$ cat src/rtl/gpio_bank_pkg.sv
// Shared register offsets, address stride and SUMMARY address helper for the gpio_bank
// register map.
package gpio_bank_pkg;

  localparam int unsigned PORT_STRIDE = 8;

  typedef enum logic [2:0] {
    OFS_IN      = 3'd0,
    OFS_OUT     = 3'd1,
    OFS_DIR     = 3'd2,
    OFS_RISE_EN = 3'd3,
    OFS_FALL_EN = 3'd4,
    OFS_PEND    = 3'd5,
    OFS_OUT_SET = 3'd6,
    OFS_OUT_CLR = 3'd7
  } gpio_ofs_e;

  function automatic logic [13:0] summary_addr(input int unsigned nports);
    return 14'(nports * PORT_STRIDE);
  endfunction

endpackage

$ cat src/rtl/gpio_port.sv
// One GPIO port: control registers, pad synchroniser, edge detection, W1C pending bits
// and the local read mux.
module gpio_port
  import gpio_bank_pkg::*;
#(
  parameter int unsigned WIDTH = 8
) (
  input  logic             clk_i,
  input  logic             rst_i,
  input  logic             we_i,
  input  gpio_ofs_e        ofs_i,
  input  logic [WIDTH-1:0] wdata_i,
  input  logic [WIDTH-1:0] pad_i,
  output logic [WIDTH-1:0] pad_out_o,
  output logic [WIDTH-1:0] pad_oe_o,
  output logic [WIDTH-1:0] rdata_o,
  output logic             pend_any_o
);

  logic [WIDTH-1:0] out_q, out_d;
  logic [WIDTH-1:0] dir_q, dir_d;
  logic [WIDTH-1:0] rise_en_q, rise_en_d;
  logic [WIDTH-1:0] fall_en_q, fall_en_d;
  logic [WIDTH-1:0] pend_q, pend_d;
  logic [WIDTH-1:0] s1_q, s2_q, s3_q;
  logic [WIDTH-1:0] clr;
  logic [WIDTH-1:0] rise, fall;

  assign rise = s2_q & ~s3_q;
  assign fall = ~s2_q & s3_q;

  always_comb begin
    out_d     = out_q;
    dir_d     = dir_q;
    rise_en_d = rise_en_q;
    fall_en_d = fall_en_q;
    clr       = '0;
    if (we_i) begin
      unique case (ofs_i)
        OFS_OUT:     out_d     = wdata_i;
        OFS_DIR:     dir_d     = wdata_i;
        OFS_RISE_EN: rise_en_d = wdata_i;
        OFS_FALL_EN: fall_en_d = wdata_i;
        OFS_PEND:    clr       = wdata_i;
        OFS_OUT_SET: out_d     = out_q | wdata_i;
        OFS_OUT_CLR: out_d     = out_q & ~wdata_i;
        default:     ;
      endcase
    end
    // Set terms are ORed after the clear so a coincident edge is never lost.
    pend_d = (pend_q & ~clr) | (rise & rise_en_q) | (fall & fall_en_q);
  end

  always_ff @(posedge clk_i or posedge rst_i) begin
    if (rst_i) begin
      out_q     <= '0;
      dir_q     <= '0;
      rise_en_q <= '0;
      fall_en_q <= '0;
      pend_q    <= '0;
      s1_q      <= '0;
      s2_q      <= '0;
      s3_q      <= '0;
    end else begin
      out_q     <= out_d;
      dir_q     <= dir_d;
      rise_en_q <= rise_en_d;
      fall_en_q <= fall_en_d;
      pend_q    <= pend_d;
      s1_q      <= pad_i;
      s2_q      <= s1_q;
      s3_q      <= s2_q;
    end
  end

  always_comb begin
    rdata_o = '0;
    unique case (ofs_i)
      OFS_IN:      rdata_o = s2_q;
      OFS_OUT:     rdata_o = out_q;
      OFS_DIR:     rdata_o = dir_q;
      OFS_RISE_EN: rdata_o = rise_en_q;
      OFS_FALL_EN: rdata_o = fall_en_q;
      OFS_PEND:    rdata_o = pend_q;
      default:     rdata_o = '0;
    endcase
  end

  assign pad_out_o  = out_q;
  assign pad_oe_o   = dir_q;
  assign pend_any_o = |pend_q;

endmodule

$ cat src/rtl/gpio_bank.sv
// Memory-mapped bank of NPORTS GPIO ports on the peripheral bus, with a SUMMARY register
// and a single interrupt line.
module gpio_bank
  import gpio_bank_pkg::*;
#(
  parameter int unsigned NPORTS = 4,
  parameter int unsigned WIDTH  = 8
) (
  input  logic                    clk,
  input  logic                    rst,
  input  logic                    CS,
  input  logic [13:0]             adresse,
  input  logic                    write,
  input  logic                    read,
  input  logic [15:0]             DATAout,
  output logic [15:0]             DATAin,
  input  logic [NPORTS*WIDTH-1:0] pad_in,
  output logic [NPORTS*WIDTH-1:0] pad_out,
  output logic [NPORTS*WIDTH-1:0] pad_oe,
  output logic                    irq
);

  logic [10:0]      port_sel;
  gpio_ofs_e        ofs;
  logic [WIDTH-1:0] wdata;
  logic [WIDTH-1:0] port_rdata [NPORTS];
  logic [NPORTS-1:0] pend_any;

  // Reads have no side effects and only the low WIDTH data bits are stored.
  logic unused_bus;
  assign unused_bus = read ^ (^DATAout);

  assign port_sel = adresse[13:3];
  assign ofs      = gpio_ofs_e'(adresse[2:0]);
  assign wdata    = DATAout[WIDTH-1:0];

  for (genvar p = 0; p < NPORTS; p++) begin : g_port
    gpio_port #(
      .WIDTH(WIDTH)
    ) u_port (
      .clk_i     (clk),
      .rst_i     (rst),
      .we_i      (CS & write & (port_sel == 11'(p))),
      .ofs_i     (ofs),
      .wdata_i   (wdata),
      .pad_i     (pad_in[p*WIDTH +: WIDTH]),
      .pad_out_o (pad_out[p*WIDTH +: WIDTH]),
      .pad_oe_o  (pad_oe[p*WIDTH +: WIDTH]),
      .rdata_o   (port_rdata[p]),
      .pend_any_o(pend_any[p])
    );
  end

  // SUMMARY sits at port index NPORTS, so the port loop below never aliases it.
  always_comb begin
    DATAin = '0;
    if (CS) begin
      if (adresse == summary_addr(NPORTS)) begin
        DATAin = 16'(pend_any);
      end else begin
        for (int p = 0; p < NPORTS; p++) begin
          if (port_sel == 11'(p)) DATAin = 16'(port_rdata[p]);
        end
      end
    end
  end

  assign irq = |pend_any;

endmodule

$ cat config.mk
export PLATFORM = sky130hd
export DESIGN_NAME = gpio_bank
export DESIGN_NICKNAME = d
export VERILOG_FILES = /design/src/rtl/gpio_bank_pkg.sv /design/src/rtl/gpio_port.sv /design/src/rtl/gpio_bank.sv
export SDC_FILE = /design/constraint.sdc
export NUM_CORES = 1
export LEC_CHECK = 0
export ABC_AREA = 1
export CORE_MARGIN = 1
export CORE_UTILIZATION = 56
export DETAILED_ROUTE_END_ITERATION = 6
export PLACE_DENSITY = 0.81
export SETUP_SLACK_MARGIN = 0.2
export SYNTH_ARGS = -nofsm -noshare
export SYNTH_HDL_FRONTEND = slang
export SYNTH_SLANG_ARGS = --single-unit
$ cat constraint.sdc
create_clock -name clk -period 11 [get_ports clk]
set_clock_uncertainty 0.05 [all_clocks]
set_input_delay 2.2 -clock clk [delete_from_list [all_inputs] [get_ports clk]]
set_output_delay 2.2 -clock clk [all_outputs]
set_load 0.01 [all_outputs]
==> impl_results.md <==
* CTS tree: yes
* Synthesized flop and latch total at 256
* Setup crit end kind: output port
* Internal at 1524 µW
* Setup TNS at 0 ps
* Seq pwr share at 0.491
* Largest net degree at the start of global routing at 109
* Initial Utilization at 0.5704
* Commonest cells after routing, fill and taps aside: 377 x nand2_1, 256 x dfrtp_1, 166 x o21ai_0
* Wire per inst at 19.74 µm
* Hold path endpoint: g_port[2].u_port.s2_q[7]
* Die ar. at around 0.021 mm²
* Total wire length at roughly 34000 µm
* FMAX at 121.6 MHz
* CP bufs+invs at 6
* Worst-Margin Slew at 1195 ps
* P&R area growth vs syn at 19.23%
* RSZ-0062 raised after global routing: false
* WP data arrival at about 6000 ps
* Number of buffers added on ports at 130
* Die H at 145.6 µm
* Part of the cycle the worst path needs at 0.7479
* CTS clk-pin slew, worst paths at about 60 ps
* Via count at 10.23k
* Final setup violation count at 0
* I/O pin total at ~150
* Fin crit period at 8227 ps
* Max Transition Viols Final at 0
* Reg2reg start: g_port[3].u_port.pad_out_o[5]
* Logic pwr share at 0.060
* CTS resizes at 0
* Vias in the first global route at 9791
* Startpoint Class: primary input
* Hold path start: g_port[2].u_port.s1_q[7]
* Mapped Cells at 1318
* Root Buffer: clkbuf_16
* Tot GR Track Use at 0.3233
* Normalized max-slew margin at 0.2026
* Worst hold path class: flip-flop to flip-flop
* Busiest grt layer: met2
* Cell Area, Synth at 0.01154 mm²
* Commonest non-fill, non-tap cell in the layout: nand2_1
* PD cells at ~140 mW/mm²
* Final-stage net count at ~1.5k
* Reg2reg setup slack at 9870 ps
* Ys Warns at 0
* Max-cap violations at 0
* Crit-path max FO at 34
* Status: finished, final reports clean
* Die W at 145.6 µm
* Worst reg2reg endpoint: g_port[3].u_port.pad_out_o[5]
* Peak supply drop at 0.0001314 V
* FP Rows at 52
* Slowest CP cell: clkdlybuf4s50_1
* Filler cells at 1577
* R2R depth at 3
* Iteration-0 DRC Markers at 1190
* Critical Path, Cell by Cell: clkdlybuf4s50_1, buf_4, inv_2, buf_4, nand2_1, inv_2, nand2_1, nor2_2, nor2_1, o21ai_0, a21oi_1, clkdlybuf4s50_1
* Yosys cell types at 35
* Remaining antenna violation count at 0
* Fraction of layout cells with a size suffix above 1 at 0.07088
* GR Util met2 at 0.5048
* Sw Pwr at about 460 µW
* Initial antenna violation count at 1
* Leakage at 0.006059 µW
* Overflow after GRT at 0
* CP top delay family: buffers and inverters
* Met1 Track Usage GR at 0.4365
* Maximum clock insertion buffer count at 3
* Setup bufs post-CTS at 0
* H-tree Lvls at 1
* Quantity of hold-fixing buffers added after cts at 0
* Post-DP HPWL at between 20000 and 25000 µm
* Num Clock Sinks at 256
* CP Data Required Time at 8750 ps
* Syn avg cell area at 8.757 µm²
* Vias per inst at roughly 6
* Critical Path Max Stage Delay at 590 ps
* Sequential-to-total area share from yosys stat at 0.5550
* Switching portion of total power at 0.2300
* Reg area at 0.006406 mm²
* Multi-input logic area at 0.004438 mm²
* Clk pwr share at 0.449
* Core Util, Final at 0.6801
* Global-route wire length before repair at 53230 µm
* WHS Path Cells at 0
* DR DRC count at 0
* Clk_lat worst skew at around 530 ps
* Final Hold Viols at 0
* CP Class: primary input to output port
* Met3 Usage GRT at 0.05611
* CORE AREA at 0.02023 mm²
* Inserted Clock Buffers at 26
* Routability congestion estimate from global placement at 0.9408
* Pre-antenna DRT Iters at 5
-- power groups by stage --
stage	Combinational, µW	Sequential, µW	Clock [µW]
3_5_place_dp	117	989	0
5_1_grt	130	974	935
2_1_floorplan	70.3	985	0
6_report	119	973	888
4_1_cts	117	972	895
3_3_place_gp	115	988	0
-- flip-flops by register name, summed over array words and instances, names as in the netlist --
name / cells
g_port.u_port.fall_en_q: 32
g_port.u_port.pad_oe_o: 32
g_port.u_port.pad_out_o: 32
g_port.u_port.pend_q: 32
g_port.u_port.rise_en_q: 32
g_port.u_port.s1_q: 32
g_port.u_port.s2_q: 32
g_port.u_port.s3_q: 32
-- worst max path at each step --
stage,startpoint,endpoint,cells past startpoint
finish,adresse[2],DATAin[6],12
global route,adresse[2],DATAin[2],13
CTS,adresse[2],DATAin[6],12
global placement,adresse[2],DATAin[6],12
floorplan,rst,g_port[0].u_port.fall_en_q[0],1
detailed placement,adresse[2],DATAin[6],12
-- synth_stat cells, drive strengths merged --
library cell	n	area share
a21oi	25	0.011
a22oi	3	0.0020
buf	51	0.027
clkbuf	19	0.0062
conb	1	0.00032
dfrtp	256	0.56
inv	91	0.030
mux2	14	0.014
nand2	381	0.13
nand3	76	0.035
nand3b	6	0.0039
nand4	48	0.026
nor2	97	0.039
nor3	5	0.0050
nor4	8	0.0043
o211ai	6	0.0039
o21a	24	0.016
o21ai	181	0.078
o221ai	18	0.014
o22ai	2	0.0011
o311ai	6	0.0046
-- routing by layer --
| layer | wire length (µm) | vias up |
|---|---|---|
| li1 | - | 4592 |
| met1 | 13440 | 4878 |
| met2 | 15380 | 650 |
| met3 | 3192 | 107 |
| met4 | 1735 | 0 |
| met5 | 0 | - |
-- area by class of cell --
| cell class | count | share of cell area |
|---|---|---|
| flip-flops and latches | 256 | 0.4655 |
| multi-input cells | 908 | 0.3225 |
| repair buffers | 138 | 0.09855 |
| clock buffers | 40 | 0.05919 |
| inverters | 91 | 0.02537 |
| well taps | 270 | 0.02455 |
| clock inverters | 6 | 0.004182 |
| diodes | 1 | 0.0001818 |
-- cell families (layout without fill, tap and decap cells) --
logic type,count (synthesis),in the layout,synth area share
compound gates,265,265,0.1301
mux,14,14,0.01366
simple gates,621,621,0.2382
other cells,1,9,0.0003249
buf+inv,161,275,0.06276
flops,256,256,0.5550
-- stage by stage --
step | hold WS [ps] | instance area, µm² | cells | setup slack [ps] | power, µW
CTS | 298.2 | 13760 | 1709 | 2886 | 1985
global placement | 281.7 | 12890 | 1663 | 2939 | 1103
finish | 293.1 | 13760 | 1710 | 2773 | 1979
global route | 300.2 | 13760 | 1710 | 2615 | 2039
detailed placement | 284.7 | 12890 | 1663 | 2915 | 1106
floorplan | 281.2 | 11570 | 1325 | 1708 | 1056
Note: power is estimated with default switching activity, not from simulation.
==> RTL edit 1, RTL diff (same flow settings) <==
`s2_q` no longer has a reset.
--- a/src/rtl/gpio_port.sv
+++ b/src/rtl/gpio_port.sv
@@ -61,3 +61,2 @@
       s1_q      <= '0;
-      s2_q      <= '0;
       s3_q      <= '0;
@@ -70,5 +69,8 @@
       s1_q      <= pad_i;
-      s2_q      <= s1_q;
       s3_q      <= s2_q;
     end
+  end
+
+  always_ff @(posedge clk_i) begin
+    s2_q <= s1_q;
   end
Behaviour: differs if rst is asserted again (counterexample within 4 cycles, from zero or initial values and one cycle with rst high); with rst held inactive, the same outputs for 4 cycles.
==> RTL edit 1 against the original RTL <==
Hold slack lost 0.0049 ns; setup slack lost 0.19 ns; design area shrank 1.4%; routed wire length grew 1.6%; synthesized area shrank 1.4%; count of clock-buffer cells in the layout shrank 1; global-route usage grew 1.7 points; sequential cell count is the same; total power grew 0.70%.
==> RTL edit 1: results (changes against the original RTL) <==
STA
  • Worst hold slack: 0.288 ns (was 0.293 ns)
  • Final Cycle Share: 76.5% (was 74.8%)
  • Slew HR: 24.5% (was 20.3%)

Global route
  • Initial antenna violation count: 0 (was 1)
  • First-pass GRT wire length: 52600 um (was 53200 um)
  • Pin count of the biggest net entering global routing: 151 (was 109)
  • Total track usage: 34.0% (was 32.3%)
  • Vias in the first global route: 9548 (was 9791)

Layout
  • Clock Buffer Count: 39 (was 40)
  • Nets@finish: 1486 (was 1488)
  • Multi-input combinational area share: 32.7% (was 32.2%)
  • N_diodes: 0 (was 1)
  • Fill cells: 1512 (was 1577)
  • Fraction of area in registers: 46.0% (was 46.5%)
  • Nonclk buf count: 136 (was 138)
  • Clock-cell share of area: 6.41% (was 6.34%)

Placement
  • Placed Area: 12700 um2 (was 12900 um2)
  • Dpl ws: 2.78 ns (was 2.92 ns)
  • Placed Cells incl. Taps: 1656 (was 1663)
  • Dpl hpwl: 22600 um (was 22900 um)
  • GP Congestion: 0.986 (was 0.941)

Yosys
  • Sequential fraction of the synthesis area: 54.9% (was 55.5%)
  • Async SR Flop Fraction: 87.5% (was 100%)
  • Synth top cells by count: nand2_1 (377), dfrtp_1 (224), o21ai_0 (166) (was nand2_1 (377), dfrtp_1 (256), o21ai_0 (166))
  • Count of cell types in the netlist: 36 (was 35)
  • Synth Area in Compound Gates: 13.2% (was 13.0%)
  • Mux contribution to synthesized area: 1.39% (was 1.37%)

Worst setup path
  • Worst R2R Setup Slack: 9.84 ns (was 9.87 ns)
  • Critical Path Start: adresse[1] (was adresse[2])

Outcome
  • Status: complete, no violations (unchanged)

Worst hold path
  • WHS Endpoint: g_port[2].u_port.s2_q[7]$_DFF_P_ (was g_port[2].u_port.s2_q[7]$_DFF_PP0_)

Power
  • Peak supply drop: 0.132 mV (was 0.131 mV)
  • Pleak: 5.94 nW (was 6.06 nW)

Detailed routing
  • WL final: 34300 um (was 33800 um)
[RTL edit 1: cell types whose count changed in the layout (fill, tap and decap cells not counted)]
cell / before / now
clkbuf_8: 9 / 3
bufinv_16: 1 / 3
clkbuf_1: 4 / 9
clkinv_4: 0 / 1
dfrtp_1: 256 / 224
diode_2: 1 / 0
buf_4: 8 / 6
clkinvlp_4: 1 / 0
dfxtp_1: 0 / 32
[RTL edit 1: worst max-delay path, cell delays in order]
cell	delay (ns)
clkdlybuf4s50_1	0.69
inv_2	0.67
nand3_2	0.54
inv_1	0.56
nand2_1	0.20
nand2_1	0.10
inv_1	0.04
nand2_1	0.05
nand2_1	0.06
nand3_1	0.12
nand2_1	0.07
a21oi_1	0.23
clkdlybuf4s50_1	0.60
[RTL edit 1: routing by layer]
metal / global-route usage (%) / vias to the layer above / wire [um]
met5: 0 / - / 0
met4: 17.5 / 0 / 2010
met3: 7.12 / 131 / 3870
met2: 52.6 / 656 / 15300
met1: 45.4 / 4772 / 13200
li1: - / 4593 / -
==> RTL edit 2, RTL diff (config.mk and constraints unchanged) <==
Made on the original files. The parameter `NPORTS` goes from 4 to 8.
--- a/src/rtl/gpio_bank.sv
+++ b/src/rtl/gpio_bank.sv
@@ -5,3 +5,3 @@
 #(
-  parameter int unsigned NPORTS = 4,
+  parameter int unsigned NPORTS = 8,
   parameter int unsigned WIDTH  = 8
Ports: changed (resized pad_in, pad_oe and pad_out); port bits go from 148 to 244. The function was not compared with the original's and may differ.
==> RTL edit 2 against the original RTL <==
Die area is 85% higher; sequential share of layout area is 3.0 points higher; synthesized area is 87% higher; routed wire length is 120% higher; global-route usage is 5.8 points higher; design area is 88% higher; setup slack worse by 0.85 ns; sequential cell count is 256 higher; count of clock-buffer cells in the layout is 39 higher; cell count is 81% higher; via count is 88% higher; non-clock buffer count is 122 higher; critical path depth is 7 higher; total power is 99% higher; critical endpoint is now DATAin[4]; largest power group unchanged.
==> RTL edit 2: results (changes against the original RTL) <==
Placement
  • Placed Area: 24100 um2 (was 12900 um2)
  • Dpl hpwl: 47700 um (was 22900 um)
  • GP Congestion: 1.00 (was 0.941)
  • Port bufs: 226 (was 130)

Layout
  • Nets@finish: 2645 (was 1488)
  • Layout cells sized above 1: 6.88% (was 7.09%)
  • Fill cells: 2848 (was 1577)

Detailed routing
  • M1 WL: 26800 um (was 13400 um)
  • 1st-iter DRT viols: 2777 (was 1190)
  • Met2 WL: 31600 um (was 15400 um)
  • Average via count per standard cell: 6.22 (was 5.98)
  • Drt first pass iters: 6 (was 5)
  • Top layer in use: met5 (was met4)
  • Routed WL per cell: 23.6 um (was 19.7 um)
  • Met3 Wirelength: 9580 um (was 3190 um)

Worst setup path
  • CP max stage cell: clkdlybuf4s50_1 (unchanged)
  • CP max stage delay: 0.96 ns (was 0.59 ns)
  • CP max FO: 22 (was 34)
  • R2r worst-path depth: 1 (was 3)
  • Worst Path Arrival: 6.83 ns (was 5.98 ns)

Yosys
  • Synth top area cells: dfrtp_1 (60%), nand2_1 (11%), o21ai_0 (5.0%), a21oi_1 (3.8%), inv_1 (2.6%) (was dfrtp_1 (56%), nand2_1 (12%), o21ai_0 (7.2%), nand3_1 (3.1%), inv_1 (2.7%))
  • Count of cell types in the netlist: 46 (was 35)
  • Sequential fraction of the synthesis area: 59.5% (was 55.5%)
  • Synth top cells by count: nand2_1 (646), dfrtp_1 (512), o21ai_0 (217) (was nand2_1 (377), dfrtp_1 (256), o21ai_0 (166))
  • Ys Warns: 0 (unchanged)
  • Syn avg cell area: 9.18 um2 (was 8.76 um2)
  • Async SR Flop Fraction: 100% (unchanged)

Clock tree
  • Longest Clk Path Bufs: 3 (unchanged)
  • Post-CTS Setup Repair Bufs: 0 (unchanged)
  • Cts bufs inserted: 51 (was 26)
  • Max H-tree Level: 2 (was 1)
  • Clock latency on the worst-skew pair: 0.62 ns (was 0.53 ns)
  • Root Driver: clkbuf_16 (unchanged)
  • Clock transition at path regs: 0.07 ns
  • Resize count post-CTS: 0 (unchanged)

Power
  • Pleak: 11.2 nW (was 6.06 nW)
  • Peak supply drop: 0.101 mV (was 0.131 mV)

Outcome
  • Status: complete, no violations (unchanged)

STA
  • Final min period: 9.08 ns (was 8.23 ns)
  • Final setup viols: 0 (unchanged)
  • Slew HR: 12.0% (was 20.3%)

Global route
  • Pin count of the biggest net entering global routing: 191 (was 109)
  • Total track usage: 38.2% (was 32.3%)
  • First-pass GRT wire length: 110000 um (was 53200 um)
  • Initial antenna violation count: 4 (was 1)
  • Vias in the first global route: 18600 (was 9791)

Worst hold path
  • Hold path cells: 0 (unchanged)
  • Worst min-delay path class: register to register (unchanged)
-- RTL edit 2: changes by cell type after synthesis, moves of 35 or more --
cell,before,now
o21ai_0,166,217
a21oi_1,25,164
nand2_1,377,646
dfrtp_1,256,512
inv_1,82,148
o21ai_1,15,91
nand3_1,71,106
-- RTL edit 2: path summary, 6_finish.rpt --
| check | slack (ns) | from | to |
|---|---|---|---|
| min in group asynchronous | 1.83 | rst | g_port[2].u_port.pad_oe_o[0]$_DFFE_PP0P_ |
| setup reg to reg | 9.95 | g_port[2].u_port.s2_q[5]$_DFF_PP0_ | g_port[2].u_port.pend_q[5]$_DFF_PP0_ |
| hold reg to reg | 0.29 | g_port[5].u_port.s1_q[7]$_DFF_PP0_ | g_port[5].u_port.s2_q[7]$_DFF_PP0_ |
| hold / removal | 0.29 | g_port[5].u_port.s1_q[7]$_DFF_PP0_ | g_port[5].u_port.s2_q[7]$_DFF_PP0_ |
| max in group asynchronous | 6.93 | rst | g_port[5].u_port.s1_q[3]$_DFF_PP0_ |
| setup / recovery | 1.92 | adresse[0] | DATAin[4] |
-- RTL edit 2: final cells by class --
class	count	area [um2]	share of cell area (%)
clock inverters	14	171	0.663
multi-input cells	1558	7520	29.1
diodes	3	7.51	0.0290
repair buffers	260	2540	9.83
flip-flops and latches	512	12800	49.6
inverters	163	623	2.41
clock buffers	79	1540	5.97
well taps	511	639	2.47
-- RTL edit 2: worst max-delay path, delay by kind of cell --
kind | cells | cell delay [ns]
buffers and inverters | 7 | 3.37
AND/OR/NAND/NOR | 12 | 1.24
-- RTL edit 2: through the flow --
step                      instances  worst slack [ns]  hold slack, ns
after floorplan                2352              1.80           0.281
after global placement         3004              2.21           0.282
after detailed placement       3004              2.17           0.285
after CTS                      3097              2.16           0.291
after global routing           3099              1.84           0.296
final                          3100              1.92           0.286
-- RTL edit 2: kinds of logic after synthesis --
logic type | share of synthesized area, %
AO/OA/AOI/OAI | 14.8
buffers and inverters | 5.72
flip-flops | 59.5
other | 0.0174
AND/OR/NAND/NOR | 19.9
-- RTL edit 2: report_power, final --
group / leakage, nW / internal, W / switching [W]
Clock: 0.835 / 0.00103 / 0.000745
Sequential: 6.35 / 0.00192 / 0.0000246
Combinational: 4.06 / 0.0000563 / 0.000165
Total: 11.2 / 0.00301 / 0.000934
-- RTL edit 2: per-layer routing --
layer	global-route usage (%)	up-vias
met5	0	-
met4	26.2	2
met3	10.9	335
met2	54.6	1442
met1	50.4	9203
li1	-	8286
